`src/rtl/input_channel_dequeue_scheduler_if.sv`:
```
// Bundles the signals between the trigger stage, the pipeline control
// and the input channel buffers around input_channel_dequeue_scheduler.
// master: the environment side (trigger stage, pipeline control, buffers).
// slave : the scheduler.
interface input_channel_dequeue_scheduler_if #(
  parameter int NUM_INPUT_CHANNELS = 4,
  parameter int COUNT_WIDTH        = 3
);
  logic [NUM_INPUT_CHANNELS-1:0][COUNT_WIDTH-1:0] input_channel_counts;
  logic                                           trigger_valid;
  logic [NUM_INPUT_CHANNELS-1:0]                  trigger_icd;
  logic                                           stall;
  logic                                           flush;
  logic [NUM_INPUT_CHANNELS-1:0]                  dequeue;
  logic [NUM_INPUT_CHANNELS-1:0]                  updated_input_channel_empty_status;
  logic                                           dequeue_underflow_error;

  modport master (
    output input_channel_counts, trigger_valid, trigger_icd, stall, flush,
    input  dequeue, updated_input_channel_empty_status, dequeue_underflow_error
  );

  modport slave (
    input  input_channel_counts, trigger_valid, trigger_icd, stall, flush,
    output dequeue, updated_input_channel_empty_status, dequeue_underflow_error
  );
endinterface

```
`src/rtl/input_channel_dequeue_scheduler.sv`:
```
// input_channel_dequeue_scheduler
// Tracks input-channel dequeues that were triggered but not yet performed.
// A triggered instruction's ICD vector travels through DEQUEUE_STAGES
// stall-aware stages; the last stage drives the dequeue pulses. Per-channel
// pending counters subtract in-flight dequeues from the raw buffer counts so
// the trigger stage never sees a channel head that is already claimed.
// Optional feature: define TIA_DEQUEUE_UNDERFLOW_CHECK_EN to build the sticky
// underflow detector; otherwise dequeue_underflow_error is tied low.
module input_channel_dequeue_scheduler #(
  parameter int NUM_INPUT_CHANNELS = 4,
  parameter int COUNT_WIDTH        = 3,
  parameter int DEQUEUE_STAGES     = 2
) (
  input  logic                             clock,
  input  logic                             reset_n,
  input_channel_dequeue_scheduler_if.slave bus
);
  localparam int N  = NUM_INPUT_CHANNELS;
  localparam int D  = DEQUEUE_STAGES;
  localparam int PW = $clog2(D + 1);
  localparam int EW = (COUNT_WIDTH > PW) ? COUNT_WIDTH : PW;

  logic [N-1:0]  r_stage [D];
  logic [PW-1:0] r_pending [N];
  logic [PW-1:0] w_pending_nxt [N];
  logic [N-1:0]  w_enter;
  logic [N-1:0]  w_exit;
  logic [N-1:0]  w_empty;
  logic          w_advance;

  // Occupancy minus in-flight dequeues, clamped at zero instead of wrapping.
  function automatic logic [EW-1:0] sat_sub(input logic [EW-1:0] a,
                                            input logic [EW-1:0] b);
    return (a >= b) ? (a - b) : '0;
  endfunction

  // Entry/exit vectors, counter updates and corrected empty flags.
  always_comb begin
    w_advance = ~bus.stall & ~bus.flush;
    w_enter   = bus.trigger_valid ? bus.trigger_icd : '0;
    w_exit    = r_stage[D-1];
    w_empty   = '0;
    for (int i = 0; i < N; i++) begin
      w_pending_nxt[i] = r_pending[i];
      case ({w_enter[i], w_exit[i]})
        2'b10:   w_pending_nxt[i] = r_pending[i] + PW'(1);
        2'b01:   w_pending_nxt[i] = r_pending[i] - PW'(1);
        default: w_pending_nxt[i] = r_pending[i];
      endcase
      // The exiting entry still counts: the buffer decrements only after it.
      w_empty[i] = (sat_sub(EW'(bus.input_channel_counts[i]),
                            EW'(r_pending[i])) == '0);
    end
  end

  // Shift pipeline and pending counters: flush clears, stall holds.
  always_ff @(posedge clock or negedge reset_n) begin
    if (!reset_n) begin
      for (int k = 0; k < D; k++) r_stage[k] <= '0;
      for (int i = 0; i < N; i++) r_pending[i] <= '0;
    end else if (bus.flush) begin
      for (int k = 0; k < D; k++) r_stage[k] <= '0;
      for (int i = 0; i < N; i++) r_pending[i] <= '0;
    end else if (w_advance) begin
      r_stage[0] <= w_enter;
      for (int k = 1; k < D; k++) r_stage[k] <= r_stage[k-1];
      for (int i = 0; i < N; i++) r_pending[i] <= w_pending_nxt[i];
    end
  end

  // A stalled exit stage must not pulse; it pulses once the stall lifts.
  assign bus.dequeue = r_stage[D-1] & {N{~bus.stall}};
  assign bus.updated_input_channel_empty_status = w_empty;

`ifdef TIA_DEQUEUE_UNDERFLOW_CHECK_EN
  logic r_underflow;

  // Sticky flag: an accepted trigger consumed a channel that looked empty.
  always_ff @(posedge clock or negedge reset_n) begin
    if (!reset_n) begin
      r_underflow <= 1'b0;
    end else if (w_advance && bus.trigger_valid && |(bus.trigger_icd & w_empty)) begin
      r_underflow <= 1'b1;
    end
  end

  assign bus.dequeue_underflow_error = r_underflow;
`else
  assign bus.dequeue_underflow_error = 1'b0;
`endif
endmodule

```
`src/flat_wrapper.sv`:
```
// flat-port wrapper written by rule: the top's interface ports become plain ports
module input_channel_dequeue_scheduler_flat 
#(
  parameter int NUM_INPUT_CHANNELS = 4,
  parameter int COUNT_WIDTH        = 3,
  parameter int DEQUEUE_STAGES     = 2
)
  (clock, reset_n, bus_input_channel_counts, bus_trigger_valid, bus_trigger_icd, bus_stall, bus_flush, bus_dequeue, bus_updated_input_channel_empty_status, bus_dequeue_underflow_error);
  input_channel_dequeue_scheduler_if #(.NUM_INPUT_CHANNELS(NUM_INPUT_CHANNELS), .COUNT_WIDTH(COUNT_WIDTH)) bus_i ();
  input  logic clock;
  input  logic reset_n;
  input wire logic [$bits(bus_i.input_channel_counts)-1:0] bus_input_channel_counts;
  input wire logic [$bits(bus_i.trigger_valid)-1:0] bus_trigger_valid;
  input wire logic [$bits(bus_i.trigger_icd)-1:0] bus_trigger_icd;
  input wire logic [$bits(bus_i.stall)-1:0] bus_stall;
  input wire logic [$bits(bus_i.flush)-1:0] bus_flush;
  output wire logic [$bits(bus_i.dequeue)-1:0] bus_dequeue;
  output wire logic [$bits(bus_i.updated_input_channel_empty_status)-1:0] bus_updated_input_channel_empty_status;
  output wire logic [$bits(bus_i.dequeue_underflow_error)-1:0] bus_dequeue_underflow_error;
  assign bus_i.input_channel_counts = bus_input_channel_counts;
  assign bus_i.trigger_valid = bus_trigger_valid;
  assign bus_i.trigger_icd = bus_trigger_icd;
  assign bus_i.stall = bus_stall;
  assign bus_i.flush = bus_flush;
  assign bus_dequeue = bus_i.dequeue;
  assign bus_updated_input_channel_empty_status = bus_i.updated_input_channel_empty_status;
  assign bus_dequeue_underflow_error = bus_i.dequeue_underflow_error;
  input_channel_dequeue_scheduler #(.NUM_INPUT_CHANNELS(NUM_INPUT_CHANNELS), .COUNT_WIDTH(COUNT_WIDTH), .DEQUEUE_STAGES(DEQUEUE_STAGES)) u_core (.clock(clock), .reset_n(reset_n), .bus(bus_i));
endmodule
```
`config.mk`:
```
export PLATFORM = sky130hd
export DESIGN_NAME = input_channel_dequeue_scheduler_flat
export DESIGN_NICKNAME = d
export VERILOG_FILES = /design/src/rtl/input_channel_dequeue_scheduler_if.sv /design/src/rtl/input_channel_dequeue_scheduler.sv /design/src/flat_wrapper.sv
export SDC_FILE = /design/constraint.sdc
export NUM_CORES = 1
export LEC_CHECK = 0
export CORE_ASPECT_RATIO = 0.5
export CORE_MARGIN = 8
export CORE_UTILIZATION = 40
export DETAILED_ROUTE_END_ITERATION = 10
export HOLD_SLACK_MARGIN = 0.1
export PLACE_DENSITY = 0.79
export SLEW_MARGIN = 20
export SYNTH_ARGS = -nofsm -noshare
export SYNTH_HDL_FRONTEND = slang
export SYNTH_SLANG_ARGS = --single-unit
```
`constraint.sdc`:
```
create_clock -name clock -period 2.4 [get_ports clock]
set_input_delay 0.72 -clock clock [delete_from_list [all_inputs] [get_ports clock]]
set_output_delay 0.72 -clock clock [all_outputs]
set_load 0.01 [all_outputs]
```
==> results of run 1 <==
worst reg2reg max path: cells and delay by family, from the launching register on:
family / cells / cell delay, ns
compound gates: 1 / 0.16
buf+inv: 1 / 0.16
flops: 1 / 0.42
mux: 1 / 0.33
simple gates: 1 / 0.15
path summary, 6_finish.rpt:
kind                                             startpoint                                         to
worst max-delay path            bus_input_channel_counts[0]  bus_updated_input_channel_empty_status[0]
worst min-delay path                      u_core.r_stage[4]                          u_core.r_stage[4]
worst max register to register          u_core.r_pending[6]                        u_core.r_pending[7]
worst min register to register            u_core.r_stage[4]                          u_core.r_stage[4]
max in group asynchronous                           reset_n                        u_core.r_pending[2]
min in group asynchronous                           reset_n                        u_core.r_pending[7]
routing by layer:
layer	GRT usage (%)	part of all wire (%)	vias to the layer above
met2	22.12	52	18
met3	1.077	2.3	2
met4	5.974	1.0	0
met1	11.71	44	494
met5	0	0	-
li1	-	-	529
final cells by class:
type	count	area share (%)
clock buffer	4	3.118
inverter	17	4.181
multi-input combinational	92	43.80
sequential	16	22.68
tap	40	2.835
timing repair buffer	46	23.39
per-stage QoR:
stage | cells | instance area, um2 | hold WS, ns | worst slack (ns) | utilization [%]
after floorplan | 131 | 1225 | 0.4244 | -0.02947 | -
after global placement | 210 | 1633 | 0.4983 | -0.9427 | 55.16
after detailed placement | 210 | 1633 | 0.5079 | -0.9738 | 55.16
after CTS | 215 | 1778 | 0.5260 | -0.2784 | 60.06
after global routing | 215 | 1765 | 0.5453 | -0.3114 | 59.64
final | 215 | 1765 | 0.5253 | -0.2802 | 59.64
registers in the layout (all words and copies together) (netlist names):
| register | count |
|---|---|
| u_core.w_exit | 4 |
| u_core.r_pending | 8 |
| u_core.r_stage | 4 |
report_power, final:
part	total, uW	internal [uW]	switching [uW]
logic	198	111	87.0
clock network	236	145	90.4
registers	288	279	8.39
cells in the mapped netlist:
library cell / count / area share, %
nor2_1: 21 / 6.5
dfrtp_1: 16 / 33
inv_1: 16 / 4.9
a21oi_1: 8 / 3.3
ha_1: 8 / 8.2
mux2i_1: 7 / 5.7
nor2b_1: 5 / 2.6
o21ai_0: 5 / 2.1
xor2_1: 5 / 3.6
a32o_1: 4 / 3.3
fa_1: 4 / 6.6
nand3b_1: 4 / 2.5
a211oi_1: 3 / 1.8
a21bo_1: 3 / 2.5
a31o_1: 3 / 2.2
and3_2: 3 / 1.8
buf_6: 3 / 2.8
xnor2_1: 3 / 2.2
nand2_1: 2 / 0.62
buf_2: 1 / 0.41
buf_4: 1 / 0.62
clkbuf_1: 1 / 0.31
conb_1: 1 / 0.31
inv_2: 1 / 0.31
mux2_1: 1 / 0.92
nand4b_1: 1 / 0.72
or4_1: 1 / 0.62
logic make-up after synthesis:
kind of cell,Yosys count,synth area share (%)
DFF,16,32.82
other,1,0.3074
muxes,8,6.667
and+or+nand+nor,37,15.28
adders and majority gates,12,14.77
AOI/OAI and AO/OA,26,15.08
xor gates and xnor gates,8,5.744
buffers and inverters,23,9.333
timing repair:
item	4_1_cts	5_1_grt
resized for setup	80	6
endpoints found under the setup margin	8	8
setup buffers	1	0
pin swaps	11	5
endpoints found under the hold margin	0	0
==> impl_metrics.csv, run 1 <==
group,metric,value,unit
status,status,"complete, but fails checks",
status,violations,"setup timing",
clocking,clockBufferDepth,2,
cells_and_area,final_cell_mix,"nor2_1 (21), buf_4 (18), dfrtp_1 (16)",
clocking,cts.sinks,16,
worst_setup_path,critPathMostFrequentCell,"buf_6",
floorplan,io_pins,30,
synth,ys_seq_area_share,32.82,%
drt,num_vias,1043,
min_path,hp-class,"flop to flop",
clocking,cts_buffers,3,
grt,antenna_found_initial,0,
synth,syn_nets,164,
worst_setup_path,path_depth,8,
sta,final_max_slew_viol_count,0,
pwr,power_density,408.8,mW/mm2
place,hpwlAfterDp,2103,um
worst_setup_path,crit_path_max_incr_delay,0.53,ns
drt,ant_nets,0,
worst_setup_path,path_buf_inv,5,
clocking,clkTransAtPathRegs,0.06,ns
synth,syn_avg_cell_area,9.312,um2
floorplan,coreArea,0.002960,mm2
drt,routed_wl,2671,um
synth,synthCells,131,
floorplan,chipHeight,55.05,um
sta,period_needed,2.680,ns
cells_and_area,nets,209,
drt,firstDrtPassIters,4,
cells_and_area,nFillCells,245,
clocking,h-tree-depth,1,
cells_and_area,multi_input_area,773.2,um2
worst_setup_path,startpoint_type,"primary input",
grt,grt_max_degree,17,
worst_setup_path,r2r_slack,1.08,ns
synth,synth_cell_types,27,
drt,routed_via_density,4.851,
cells_and_area,drive_gt1_share,36.00,%
grt,globalRouteOverflowTotal,0,
worst_setup_path,cp_slowest_cell,"fa_2",
sta,max_freq,373.1,MHz
floorplan,core.rowCount,14,
pwr,ir_drop,0.2094,mV
pwr,total_power,721.6,uW
cells_and_area,final_common_cell,"nor2_1",
grt,grt_pass1_wl,4512,um
worst_setup_path,cp.arrival,1.96,ns
clocking,clock_latency,0.24,ns
worst_setup_path,crit_path_end_kind,"output pin",
drt,dr.first_iter.drc_count,15,
sta,finalCritPeriodShare,111.7,%
synth,synth_seq_cells,16,
worst_setup_path,worst-path-max-fanout,2,
synth,yosysWarnings,0,
floorplan,die_w,94.10,um
sta,hold_violations,0,
sta,rsz0062_at_grt,"yes",
drt,drc,0,
floorplan,design.die.area,0.005180,mm2
cells_and_area,diodes,0,
worst_setup_path,crit_chain,"buf_6 > inv_4 > ha_4 > inv_2 > fa_2 > inv_1 > a32o_2 > buf_6",
cells_and_area,syn_to_final_growth,44.72,%
worst_setup_path,crit_required,1.68,ns
sta,skew,0.0007476,ns
grt,track_usage,11.02,%
clocking,hold_buffers,0,
cells_and_area,seqCellArea,400.4,um2
sta,setup-tns-final,-1.033,ns
worst_setup_path,r2r_cells,4,
place,io_buffers,28,
pwr,leakagePower,0.0007977,uW
run,cap_violations,0,
sta,setup_ws,-0.2802,ns
floorplan,start_util,41.21,%
worst_setup_path,cpLargestDelayFamily,"adder cells",
min_path,hold_depth,2,
grt,grt_pass1_vias,1100,
place,gp_congestion,0.7303,
synth,syn_area,0.001220,mm2
clocking,cts_tree,"built",
drt,post_drt_wl_per_cell,12.42,um
clocking,cts_root_buf,"clkbuf_8",
worst_setup_path,criticalPathCategory,"primary input to output pin",
sta,setup_violations,4,
(Power assumes the default switching activity.)
==> run 2, diff against run 1 <==
- CORE_MARGIN: 8 -> not set
==> run 2 against run 1 <==
The run still ends with setup timing left. Critical endpoint is now bus_updated_input_channel_empty_status[1]. Sequential share of layout area rose by 0.16 points. Highest routed layer unchanged. Global-route usage is 5.7 points higher. Combinational power is essentially flat.
==> impl_metrics.csv, run 2 (synthesis gave the netlist of run 1 again) <==
group,metric,value,unit
status,status,"complete, but fails checks",
status,violations,"setup timing",
sta,setup_violations,4,
worst_setup_path,crit_start,"bus_input_channel_counts[3]",
grt,grt_pass1_vias,923,
clocking,clock_latency,0.25,ns
floorplan,core.rowCount,13,
drt,ant_nets,0,
worst_setup_path,criticalPathCategory,"primary input to output pin",
sta,rsz0062_at_grt,"yes",
clocking,h-tree-depth,1,
pwr,power_density,412.2,mW/mm2
sta,setup-tns-final,-1.013,ns
sta,setup_ws,-0.2609,ns
worst_setup_path,reg2reg_from,"u_core.r_pending[6]",
drt,routed_wl,2495,um
cells_and_area,nets,207,
clocking,cts_buffers,3,
floorplan,coreArea,0.002733,mm2
drt,dr.first_iter.drc_count,44,
worst_setup_path,worst-path-max-fanout,2,
min_path,hp-class,"flop to flop",
run,cap_violations,0,
min_path,worstHoldStart,"u_core.r_stage[5]",
sta,skew,0.0009057,ns
cells_and_area,final_cells,210,
sta,finalCritPeriodShare,110.9,%
cells_and_area,fin_area,0.001753,mm2
sta,period_needed,2.661,ns
clocking,clkTransAtPathRegs,0.06,ns
floorplan,io_pins,30,
pwr,ir_drop,0.1727,mV
place,io_buffers,28,
sta,max_freq,375.8,MHz
grt,globalRouteOverflowTotal,0,
floorplan,start_util,44.64,%
clocking,cts.sinks,16,
cells_and_area,final_common_cell,"nor2_1",
cells_and_area,top_register,"u_core.r_pending",
place,pre_cts_ws,-0.9542,ns
cells_and_area,drive_gt1_share,34.68,%
grt,antenna_found_initial,0,
drt,drc,0,
drt,firstDrtPassIters,4,
worst_setup_path,startpoint_type,"primary input",
worst_setup_path,crit_path_end_kind,"output pin",
place,hpwlAfterDp,1781,um
cells_and_area,syn_to_final_growth,43.69,%
min_path,hold_depth,2,
worst_setup_path,r2r_slack,1.13,ns
place,gp_congestion,0.6841,
cells_and_area,diodes,0,
place,placedCellCount,205,
worst_setup_path,crit_required,1.68,ns
grt,track_usage,16.67,%
drt,num_vias,1031,
cells_and_area,final_cell_mix,"nor2_1 (21), dfrtp_1 (16), buf_4 (15)",
place,placed_area,0.001614,mm2
cells_and_area,post-route-util,64.15,%
worst_setup_path,r2r_end,"u_core.r_pending[7]",
worst_setup_path,r2r_cells,3,
sta,hold_violations,0,
sta,final_max_slew_viol_count,0,
clocking,clockBufferDepth,2,
clocking,hold_buffers,0,
floorplan,chipHeight,41.05,um
pwr,leakagePower,0.0007863,uW
clocking,cts_tree,"built",
grt,grt_pass1_wl,3919,um
drt,post_drt_wl_per_cell,11.88,um
cells_and_area,largest_reg_flops,8,
grt,grt_max_degree,18,
floorplan,design.die.area,0.003288,mm2
floorplan,die_w,80.10,um
min_path,holdPathEnd,"u_core.r_stage[5]",
clocking,cts_root_buf,"clkbuf_8",
worst_setup_path,cp.arrival,1.94,ns
drt,routed_via_density,4.910,
## run 2: worst max-delay path by stage
stage | depth (start not counted) | slack [ns] | endpoint
after floorplan | 6 | -0.03 | bus_updated_input_channel_empty_status[1]
after global routing | 8 | -0.30 | bus_updated_input_channel_empty_status[0]
after detailed placement | 8 | -0.95 | bus_updated_input_channel_empty_status[2]
after global placement | 8 | -0.93 | bus_updated_input_channel_empty_status[0]
final | 8 | -0.26 | bus_updated_input_channel_empty_status[1]
after CTS | 8 | -0.27 | bus_updated_input_channel_empty_status[0]
## run 2: metal layers
| metal | GRT usage, % | vias up | share of wire, % |
|---|---|---|---|
| met5 | 0 | - | 0 |
| met4 | 8.036 | 0 | 1.4 |
| met3 | 3.556 | 4 | 3.6 |
| met2 | 33.12 | 19 | 48 |
| met1 | 18.17 | 487 | 47 |
| li1 | - | 521 | - |
## run 2: worst max-delay path, cell delays in order
cell and delay [ns]:
buf_6 0.09, inv_4 0.04, ha_4 0.11, inv_2 0.04, fa_2 0.53, inv_2 0.03, a32o_2 0.25, buf_6 0.12
## run 2: power breakdown
part,switching [uW],total (uW),internal (uW)
Sequential,9.04,288,279
Combinational,85.9,195,109
Clock,93.2,239,146
Total,188,723,534
## run 2: stage by stage
step	total power, uW	hold WS (ns)
after floorplan	380.8	0.4244
after global placement	461.5	0.4915
after detailed placement	466.8	0.5122
after CTS	729.9	0.5270
after global routing	761.8	0.5509
final	722.5	0.5257
## run 2: layout make-up
class                      count  area (um2)
inverter                      17       73.82
sequential                    16       400.4
multi-input combinational     92       770.7
fill                         229       979.7
timing repair buffer          44       406.6
tap                           37       46.29
clock buffer                   4       55.05
## run 2: repair_timing
item                       CTS  global route
pin swaps                   10             6
resized for setup           78             7
setup buffers                1             0
setup endpoints to repair    8             8
